[src/rtl/cache_mem_arbiter.sv]
// ---------------------------------------------------------------------------
// cache_mem_arbiter
// Arbitrates icache/dcache read requests onto one downstream read channel
// (one transaction outstanding, round-robin on ties) and holds one dcache
// write in a single-entry write buffer. A read whose 16-byte line matches
// the buffered (or same-cycle incoming) write is held off until that write
// has been committed downstream.
//
// Ports
//   clk, reset                 clock, synchronous active-high reset
//   s_rd_req/type/addr/rdy     upstream read request side (bit0 icache, bit1 dcache)
//   s_ret_valid/last/data      upstream read return (valid only toward owner)
//   s_wr_req/type/addr/wstrb/data/rdy  upstream dcache write side
//   m_rd_req/type/addr/rdy     downstream read request
//   m_ret_valid/last/data      downstream read return
//   m_wr_req/type/addr/wstrb/data/rdy/done  downstream write side
// ---------------------------------------------------------------------------
module cache_mem_arbiter #(
    parameter int LINE_W = 128,
    parameter int ADDR_W = 32
) (
    input  logic                clk,
    input  logic                reset,
    input  logic [1:0]          s_rd_req,
    input  logic [5:0]          s_rd_type,
    input  logic [2*ADDR_W-1:0] s_rd_addr,
    output logic [1:0]          s_rd_rdy,
    output logic [1:0]          s_ret_valid,
    output logic                s_ret_last,
    output logic [31:0]         s_ret_data,
    input  logic                s_wr_req,
    input  logic [2:0]          s_wr_type,
    input  logic [ADDR_W-1:0]   s_wr_addr,
    input  logic [3:0]          s_wr_wstrb,
    input  logic [LINE_W-1:0]   s_wr_data,
    output logic                s_wr_rdy,
    output logic                m_rd_req,
    output logic [2:0]          m_rd_type,
    output logic [ADDR_W-1:0]   m_rd_addr,
    input  logic                m_rd_rdy,
    input  logic                m_ret_valid,
    input  logic                m_ret_last,
    input  logic [31:0]         m_ret_data,
    output logic                m_wr_req,
    output logic [2:0]          m_wr_type,
    output logic [ADDR_W-1:0]   m_wr_addr,
    output logic [3:0]          m_wr_wstrb,
    output logic [LINE_W-1:0]   m_wr_data,
    input  logic                m_wr_rdy,
    input  logic                m_wr_done
);

    localparam logic [1:0] R_IDLE  = 2'd0;
    localparam logic [1:0] R_REQ   = 2'd1;
    localparam logic [1:0] R_RESP  = 2'd2;
    localparam logic [1:0] W_EMPTY = 2'd0;
    localparam logic [1:0] W_REQ   = 2'd1;
    localparam logic [1:0] W_WAIT  = 2'd2;
    localparam logic       REQ_I   = 1'b0;
    localparam logic       REQ_D   = 1'b1;

    logic [1:0]        rd_state_r;
    logic              rr_last_r;
    logic              owner_r;
    logic [2:0]        rd_type_r;
    logic [ADDR_W-1:0] rd_addr_r;

    logic [1:0]        wr_state_r;
    logic              wbuf_valid_r;
    logic [2:0]        wbuf_type_r;
    logic [ADDR_W-1:0] wbuf_addr_r;
    logic [3:0]        wbuf_wstrb_r;
    logic [LINE_W-1:0] wbuf_data_r;

    logic [ADDR_W-1:0] req_addr_s [2];
    logic [2:0]        req_type_s [2];
    logic              wr_fire_s;
    logic [1:0]        hazard_s;
    logic [1:0]        elig_s;
    logic              grant_s;
    logic              winner_s;

    assign req_addr_s[0] = s_rd_addr[ADDR_W-1:0];
    assign req_addr_s[1] = s_rd_addr[2*ADDR_W-1:ADDR_W];
    assign req_type_s[0] = s_rd_type[2:0];
    assign req_type_s[1] = s_rd_type[5:3];

    assign wr_fire_s  = s_wr_req && s_wr_rdy;
    assign elig_s     = s_rd_req & ~hazard_s;
    assign s_ret_last = m_ret_last;
    assign s_ret_data = m_ret_data;
    assign m_rd_type  = rd_type_r;
    assign m_rd_addr  = rd_addr_r;
    assign m_wr_type  = wbuf_type_r;
    assign m_wr_addr  = wbuf_addr_r;
    assign m_wr_wstrb = wbuf_wstrb_r;
    assign m_wr_data  = wbuf_data_r;

    // Line hazard: compare each requester against the buffered write and against a write entering this cycle
    always_comb begin
        hazard_s = 2'b00;
        for (int k = 0; k < 2; k++) begin
            if (wbuf_valid_r && (req_addr_s[k][ADDR_W-1:4] == wbuf_addr_r[ADDR_W-1:4])) begin
                hazard_s[k] = 1'b1;
            end else if (wr_fire_s && (req_addr_s[k][ADDR_W-1:4] == s_wr_addr[ADDR_W-1:4])) begin
                hazard_s[k] = 1'b1;
            end else begin
                hazard_s[k] = 1'b0;
            end
        end
    end

    // Grant selection in R_IDLE: on a tie the requester not served last wins
    always_comb begin
        grant_s  = 1'b0;
        winner_s = REQ_D;
        if (reset || (rd_state_r != R_IDLE)) begin
            grant_s = 1'b0;
        end else if (elig_s == 2'b11) begin
            grant_s  = 1'b1;
            winner_s = ~rr_last_r;
        end else if (elig_s[1]) begin
            grant_s  = 1'b1;
            winner_s = REQ_D;
        end else if (elig_s[0]) begin
            grant_s  = 1'b1;
            winner_s = REQ_I;
        end else begin
            grant_s = 1'b0;
        end
    end

    // Handshake/valid outputs, all forced low while reset is asserted
    always_comb begin
        s_rd_rdy    = 2'b00;
        s_ret_valid = 2'b00;
        s_wr_rdy    = 1'b0;
        m_rd_req    = 1'b0;
        m_wr_req    = 1'b0;
        if (!reset) begin
            s_rd_rdy = grant_s ? (winner_s ? 2'b10 : 2'b01) : 2'b00;
            s_wr_rdy = (wr_state_r == W_EMPTY);
            m_rd_req = (rd_state_r == R_REQ);
            m_wr_req = (wr_state_r == W_REQ);
            if ((rd_state_r == R_RESP) && m_ret_valid) begin
                s_ret_valid = owner_r ? 2'b10 : 2'b01;
            end else begin
                s_ret_valid = 2'b00;
            end
        end else begin
            s_rd_rdy = 2'b00;
        end
    end

    // Read FSM: latch the granted request, issue it downstream, pass the return through to the owner
    always_ff @(posedge clk) begin
        if (reset) begin
            rd_state_r <= R_IDLE;
            rr_last_r  <= REQ_I;
            owner_r    <= REQ_I;
            rd_type_r  <= 3'b000;
            rd_addr_r  <= {ADDR_W{1'b0}};
        end else begin
            case (rd_state_r)
                R_IDLE: begin
                    if (grant_s) begin
                        owner_r    <= winner_s;
                        rr_last_r  <= winner_s;
                        rd_type_r  <= req_type_s[winner_s];
                        rd_addr_r  <= req_addr_s[winner_s];
                        rd_state_r <= R_REQ;
                    end
                end
                R_REQ: begin
                    if (m_rd_rdy) begin
                        rd_state_r <= R_RESP;
                    end
                end
                R_RESP: begin
                    if (m_ret_valid && m_ret_last) begin
                        rd_state_r <= R_IDLE;
                    end
                end
                default: rd_state_r <= R_IDLE;
            endcase
        end
    end

    // Write FSM: single-entry buffer held until the downstream write response
    always_ff @(posedge clk) begin
        if (reset) begin
            wr_state_r   <= W_EMPTY;
            wbuf_valid_r <= 1'b0;
            wbuf_type_r  <= 3'b000;
            wbuf_addr_r  <= {ADDR_W{1'b0}};
            wbuf_wstrb_r <= 4'b0000;
            wbuf_data_r  <= {LINE_W{1'b0}};
        end else begin
            case (wr_state_r)
                W_EMPTY: begin
                    if (wr_fire_s) begin
                        wbuf_valid_r <= 1'b1;
                        wbuf_type_r  <= s_wr_type;
                        wbuf_addr_r  <= s_wr_addr;
                        wbuf_wstrb_r <= s_wr_wstrb;
                        wbuf_data_r  <= s_wr_data;
                        wr_state_r   <= W_REQ;
                    end
                end
                W_REQ: begin
                    // A response is only meaningful once the write has been accepted
                    if (m_wr_rdy && m_wr_done) begin
                        wbuf_valid_r <= 1'b0;
                        wr_state_r   <= W_EMPTY;
                    end else if (m_wr_rdy) begin
                        wr_state_r <= W_WAIT;
                    end
                end
                W_WAIT: begin
                    if (m_wr_done) begin
                        wbuf_valid_r <= 1'b0;
                        wr_state_r   <= W_EMPTY;
                    end
                end
                default: begin
                    wbuf_valid_r <= 1'b0;
                    wr_state_r   <= W_EMPTY;
                end
            endcase
        end
    end

endmodule

[config.mk]
export PLATFORM = sky130hd
export DESIGN_NAME = cache_mem_arbiter
export DESIGN_NICKNAME = d
export VERILOG_FILES = /design/src/rtl/cache_mem_arbiter.sv
export SDC_FILE = /design/constraint.sdc
export NUM_CORES = 1
export LEC_CHECK = 0
export CORE_AREA = 8 8 195 197
export DETAILED_ROUTE_END_ITERATION = 7
export DIE_AREA = 0 0 203 205
export MAX_ROUTING_LAYER = met4
export SLEW_MARGIN = 25
export SYNTH_ARGS = -nofsm -noshare
export SYNTH_HDL_FRONTEND = slang
export SYNTH_SLANG_ARGS = --single-unit
[constraint.sdc]
create_clock -name clk -period 3.2 [get_ports clk]
set_input_delay 0.64 -clock clk [delete_from_list [all_inputs] [get_ports clk]]
set_output_delay 0.64 -clock clk [all_outputs]
set_load 0.05 [all_outputs]
# After elaboration in Yosys (flattened, before gate mapping)
# Cells that the tools add are included.
# word_totals
out_inout_bits	242
in_bits	279
regBits	208
wordCells	88
# op_classes
n_bitwise	4
reduce_logical	17
mux	40
magnitude_cmp	1
n_eq_ne	16
# op_table
cell	n
$eq 28x28->1	4
$mux 32	3
$mux 2	13
$mux 1	18
$pmux 2 s3	2
$mux 3	3
$reduce_and 3->1	3
$logic_and 1x1->1	8
$ne 2x2->1 const B	4
$eq 2x2->1 const B	3
$eq 2x1->1 const B	2
$logic_not 2->1	2
$ne 2x1->1 const B	2
$reduce_and 2->1	2
$ne 3x2->1 const B	1
$pmux 1 s3	1
$and 2x2->2	1
$ge 2x2->1 const B	1
$not 1->2	1
$not 2->2	1
$reduce_bool 2->1	1
$logic_or 1x1->1	1
$not 1->1	1

# Depth between registers and ports, before layout
# logic_depth
ltp_word	16
mapped_depth	10
depth_no_buf	7

# Worst setup path after synthesis
# No wires, ideal clock.
# synth_timing
kind	register to output
startpoint	register wbuf_addr_r[4], in the netlist m_wr_addr[4]
endpoint	output s_rd_rdy[1]
stages_incl_launch_ff	8
t_arrival_ps	2856
t_required_ps	2560
slack_ps	-296
n_path_buf	1
cell_sequence	dfxtp_1 xnor2_1 nand4_1 or4_1 o41a_1 o211ai_2 clkbuf_1 and3_1
# synth_between
elab_chain_len	12
elab_cells_between_ends	20
classes_between	eq/ne: 3; mux: 13; bitwise: 2; reduce/logical: 2
# synth_lines
item	line_no	source
start, declared	71	logic [ADDR_W-1:0] wbuf_addr_r;
start signal, assigned	195	wbuf_addr_r <= {ADDR_W{1'b0}};
start signal, assigned	204	wbuf_addr_r <= s_wr_addr;
$eq 28x28->1	103	if (wbuf_valid_r && (req_addr_s[k][ADDR_W-1:4] == wbuf_addr_r[ADDR_W-1:4])) begin
$logic_and 1x1->1	103	
$mux 1	103	
$not 2->2 (*)	89	assign elig_s = s_rd_req & ~hazard_s;
$and 2x2->2 (*)	89	
$mux 1	125	end else if (elig_s[0]) begin
$mux 1	122	end else if (elig_s[1]) begin
$mux 1	119	end else if (elig_s == 2'b11) begin
$mux 1	117	if (reset || (rd_state_r != R_IDLE)) begin
$mux 2	141	s_rd_rdy = grant_s ? (winner_s ? 2'b10 : 2'b01) : 2'b00;
$mux 2 (*)	141	
$mux 2 (*)	140	if (!reset) begin
end, declared	27	output logic [1:0] s_rd_rdy,
# Mark *: on every way between the ends. The rest lies on a longest branch, timed or not.

# Final worst setup path
# layout_timing
startpoint	input s_rd_addr[15]
endpoint	output s_rd_rdy[0]
# layout_between
elab_chain_len	13
elab_cells_between_ends	20
classes_between	eq/ne: 3; mux: 13; bitwise: 2; reduce/logical: 2
# layout_lines
item	line_no	source
start, declared	26	input logic [2*ADDR_W-1:0] s_rd_addr,
$eq 28x28->1	105	end else if (wr_fire_s && (req_addr_s[k][ADDR_W-1:4] == s_wr_addr[ADDR_W-1:4])) begin
$logic_and 1x1->1	105	
$mux 1	105	
$mux 1 (*)	103	
$not 2->2 (*)	89	
$and 2x2->2 (*)	89	
$mux 1	125	
$mux 1	122	
$mux 1	119	
$mux 1	117	
$mux 2	141	
$mux 2 (*)	141	
$mux 2 (*)	140	
# Marks and branches as above.

==> results.sh <==
export IMPL_cap_violations=0
export IMPL_grt_pass1_wl_um=59700
export IMPL_dr_first_iter_drc_count=456
export IMPL_synthCells=1152
export IMPL_min_period_ns=3.28
export IMPL_fmax_mhz=305
export IMPL_clock_sinks=208
export IMPL_p_leak_nw=5.94
export IMPL_min_delay_start="s_wr_addr[11]"
export IMPL_fp_dieH_um=205
export IMPL_whs_path_depth=3
export IMPL_holdBufCountCts=0
export IMPL_multiInputGateArea_mm2=0.00510
export IMPL_netlist_area_leader_share_pct=42.4
export IMPL_crit_slowest_cell="or4_1"
export IMPL_overflow=0
export IMPL_arrival_ns=2.64
export IMPL_ant_nets=0
export IMPL_fillCellCount=3431
export IMPL_critPathTopFamily="simple AND/OR/NAND/NOR gates"
export IMPL_hold_violations=0
export IMPL_instances_no_fill=2093
export IMPL_synth_most_common_cell="dfxtp_1"
export IMPL_top_level_ports=521
export IMPL_final_nets=1890
export IMPL_die_w_um=203
export IMPL_grt_pass1_vias=9836
export IMPL_hold_class="in2reg"
export IMPL_synthArstFlopShare_pct=0
export IMPL_vias_per_cell=4.62
export IMPL_cts_tree="yes"
export IMPL_start_util_pct=28.1
export IMPL_portBuffers=456
export IMPL_p_per_area_mw_per_mm2=529
export IMPL_worstPathMaxFanout=3
export IMPL_fin_area_mm2=0.0162
export IMPL_clk_pin_slew_ns=0.06
export IMPL_synth_common_cells="208 x dfxtp_1, 172 x nand2_1, 169 x o21ai_0"
export IMPL_clock_latency_ns=0.53
export IMPL_numCtsBuffers=25
export IMPL_rows=69
export IMPL_vias=9666
export IMPL_place_inst=2040
export IMPL_grt_total_usage_pct=18.8
export IMPL_required_ns=2.56
export IMPL_fin_skew_ns=0.0163
export IMPL_syn_avg_cell_area_um2=8.52
export IMPL_rsz0062_at_grt="yes"
export IMPL_yosysSeqAreaShare_pct=42.4
export IMPL_crit_start="s_rd_addr[15]"
export IMPL_wl_per_cell_um=19.3
export IMPL_regToRegStartpoint="m_wr_addr[15]"
export IMPL_die_area_mm2=0.0416
export IMPL_path_cells="clkdlybuf4s15_2 -> xnor2_2 -> buf_4 -> nand4_1 -> or4_1 -> o41a_1 -> o211a_1 -> and2_4 -> buf_12"
export IMPL_drive_above_1_share_pct=13.2
export IMPL_min_period_over_period_pct=103
export IMPL_gp_congestion=0.971
export IMPL_slew_violations=0
export IMPL_synthesis_nets=1431
export IMPL_dpl_cell_area_mm2=0.0151
export IMPL_slowest_delay_ns=0.52
export IMPL_ys_warn_count=0
export IMPL_critical_path_class="in2out"
export IMPL_post_dp_hpwl_um=31300
export IMPL_cts_root_buf="clkbuf_16"
export IMPL_violations="negative setup slack"
export IMPL_synth_edf_count=0
export IMPL_ys_ff_latch=208
export IMPL_yosysUniqueCellTypes=37
export IMPL_yosysTopAreaCell="dfxtp_1"
export IMPL_seqCellArea_mm2=0.00419
export IMPL_endpoint_kind="primary output"
export IMPL_status="finished, violations left"
export IMPL_worst_path_stages=9
export IMPL_worstMarginPinSlew_ns=1.02
export IMPL_drt_pass1_iter_count=4
export IMPL_r2r_cells=11
export IMPL_setup_slack_ns=-0.0810
export IMPL_routed_wl_um=40400
export IMPL_syn_area_mm2=0.00982
export IMPL_setup_violations=2
export IMPL_area_growth_pct=64.6
export IMPL_max_slew_margin_pct=31.7
export IMPL_drc=0
export IMPL_core_mm2=0.0350
export IMPL_yosys_top_cells_area="dfxtp_1 42%, nand2b_1 11%, o21ai_0 8.6%, nand2_1 6.6%, xnor2_1 5.3%"
export IMPL_worst_path_buf_inv=3
export IMPL_grt_max_degree=110
export IMPL_cts_buffer_depth=3
export IMPL_synth_top_flop_cell="dfxtp_1"
export IMPL_htreeDepth=1
export IMPL_ir_drop_uv=366
export IMPL_grt_antenna_before_repair=1
export IMPL_cp_start_kind="input port"
-- logic make-up (layout without fill, tap and decap cells) --
logic type      count (synthesis)  after routing  share of synthesized area, %
xor+xnor                      112            112                          9.99
mux                             1              1                         0.102
other cells                     0              2                             0
flops                         208            208                          42.4
compound gates                286            286                          19.4
buf+inv                       154            632                          7.48
simple gates                  391            391                          20.6
-- cell type report --
type,count,area share (%)
diodes,2,0.0310
flip-flops and latches,208,25.9
well taps,461,3.57
inverters,37,0.860
clock buffers,35,4.41
clock inverters,11,1.04
multi-input cells,790,31.6
repair buffers,549,32.6
-- worst min-delay path, stage by stage --
cell and delay [ns]:
dlymetal6s2s_1 0.17, nand2_1 0.07, o21ai_0 0.07
-- final timing paths --
kind	endpoint	slack (ns)
max reg2reg	m_rd_type[0]	0.29
min reg2reg	m_wr_data[98]	0.47
min	m_wr_addr[11]	0.46
max	s_rd_rdy[0]	-0.08
-- flip-flops by register name, summed over array words and instances, names as in the netlist --
name,flops
m_rd_addr,32
m_rd_type,3
m_wr_addr,32
m_wr_data,128
m_wr_type,3
m_wr_wstrb,4
owner_r,1
rd_state_r,2
wbuf_valid_r,1
wr_state_r,2
-- cells in the final DEF, fill, tap and decap left out, types with 37 or more instances in the layout --
cell | Yosys | final
clkdlybuf4s50_1 | 0 | 408
dfxtp_1 | 208 | 194
nand2_1 | 172 | 172
o21ai_0 | 169 | 168
nand2b_1 | 167 | 167
buf_4 | 33 | 95
xor2_1 | 53 | 52
xnor2_1 | 59 | 45
a21oi_1 | 40 | 40
inv_1 | 37 | 37
-- where the power goes --
part / internal [mW] / switching [mW]
Sequential: 2.83 / 0.166
Clock: 1.88 / 1.15
Combinational: 1.02 / 1.51
Total: 5.72 / 2.83
-- per-layer routing --
| layer | wire (µm) | up-vias | GRT usage (%) | share of wire, % |
|---|---|---|---|---|
| met5 | 0 | - | - | 0 |
| met1 | 16200 | 4487 | 21.2 | 40 |
| met2 | 19800 | 361 | 31.5 | 49 |
| met3 | 3230 | 64 | 5.47 | 8.0 |
| li1 | - | 4754 | - | - |
| met4 | 1220 | 0 | 6.40 | 3.0 |
-- through the flow --
| stage | hold slack, ns | utilization (%) | power [mW] | setup WS (ns) | setup TNS, ns |
|---|---|---|---|---|---|
| finish | 0.464 | 46.2 | 8.55 | -0.0810 | -0.157 |
| global route | 0.460 | 46.2 | 8.91 | -0.182 | -0.334 |
| CTS | 0.473 | 46.1 | 8.66 | -0.0810 | -0.157 |
| detailed placement | 0.463 | 43.2 | 5.56 | -0.507 | -17.65 |
| global placement | 0.458 | 43.2 | 5.54 | -0.487 | -16.62 |
| floorplan | 0.463 | - | 4.53 | 0.0612 | 0 |
-- what timing repair did --
action / 4_1_cts / 5_1_grt
setup buffers: 4 / 1
pin swaps: 18 / 4
setup endpoints to repair: 2 / 2
gates resized for setup: 66 / 9
cloned: 0 / 0
No activity file was read; power rests on OpenSTA's default activity.
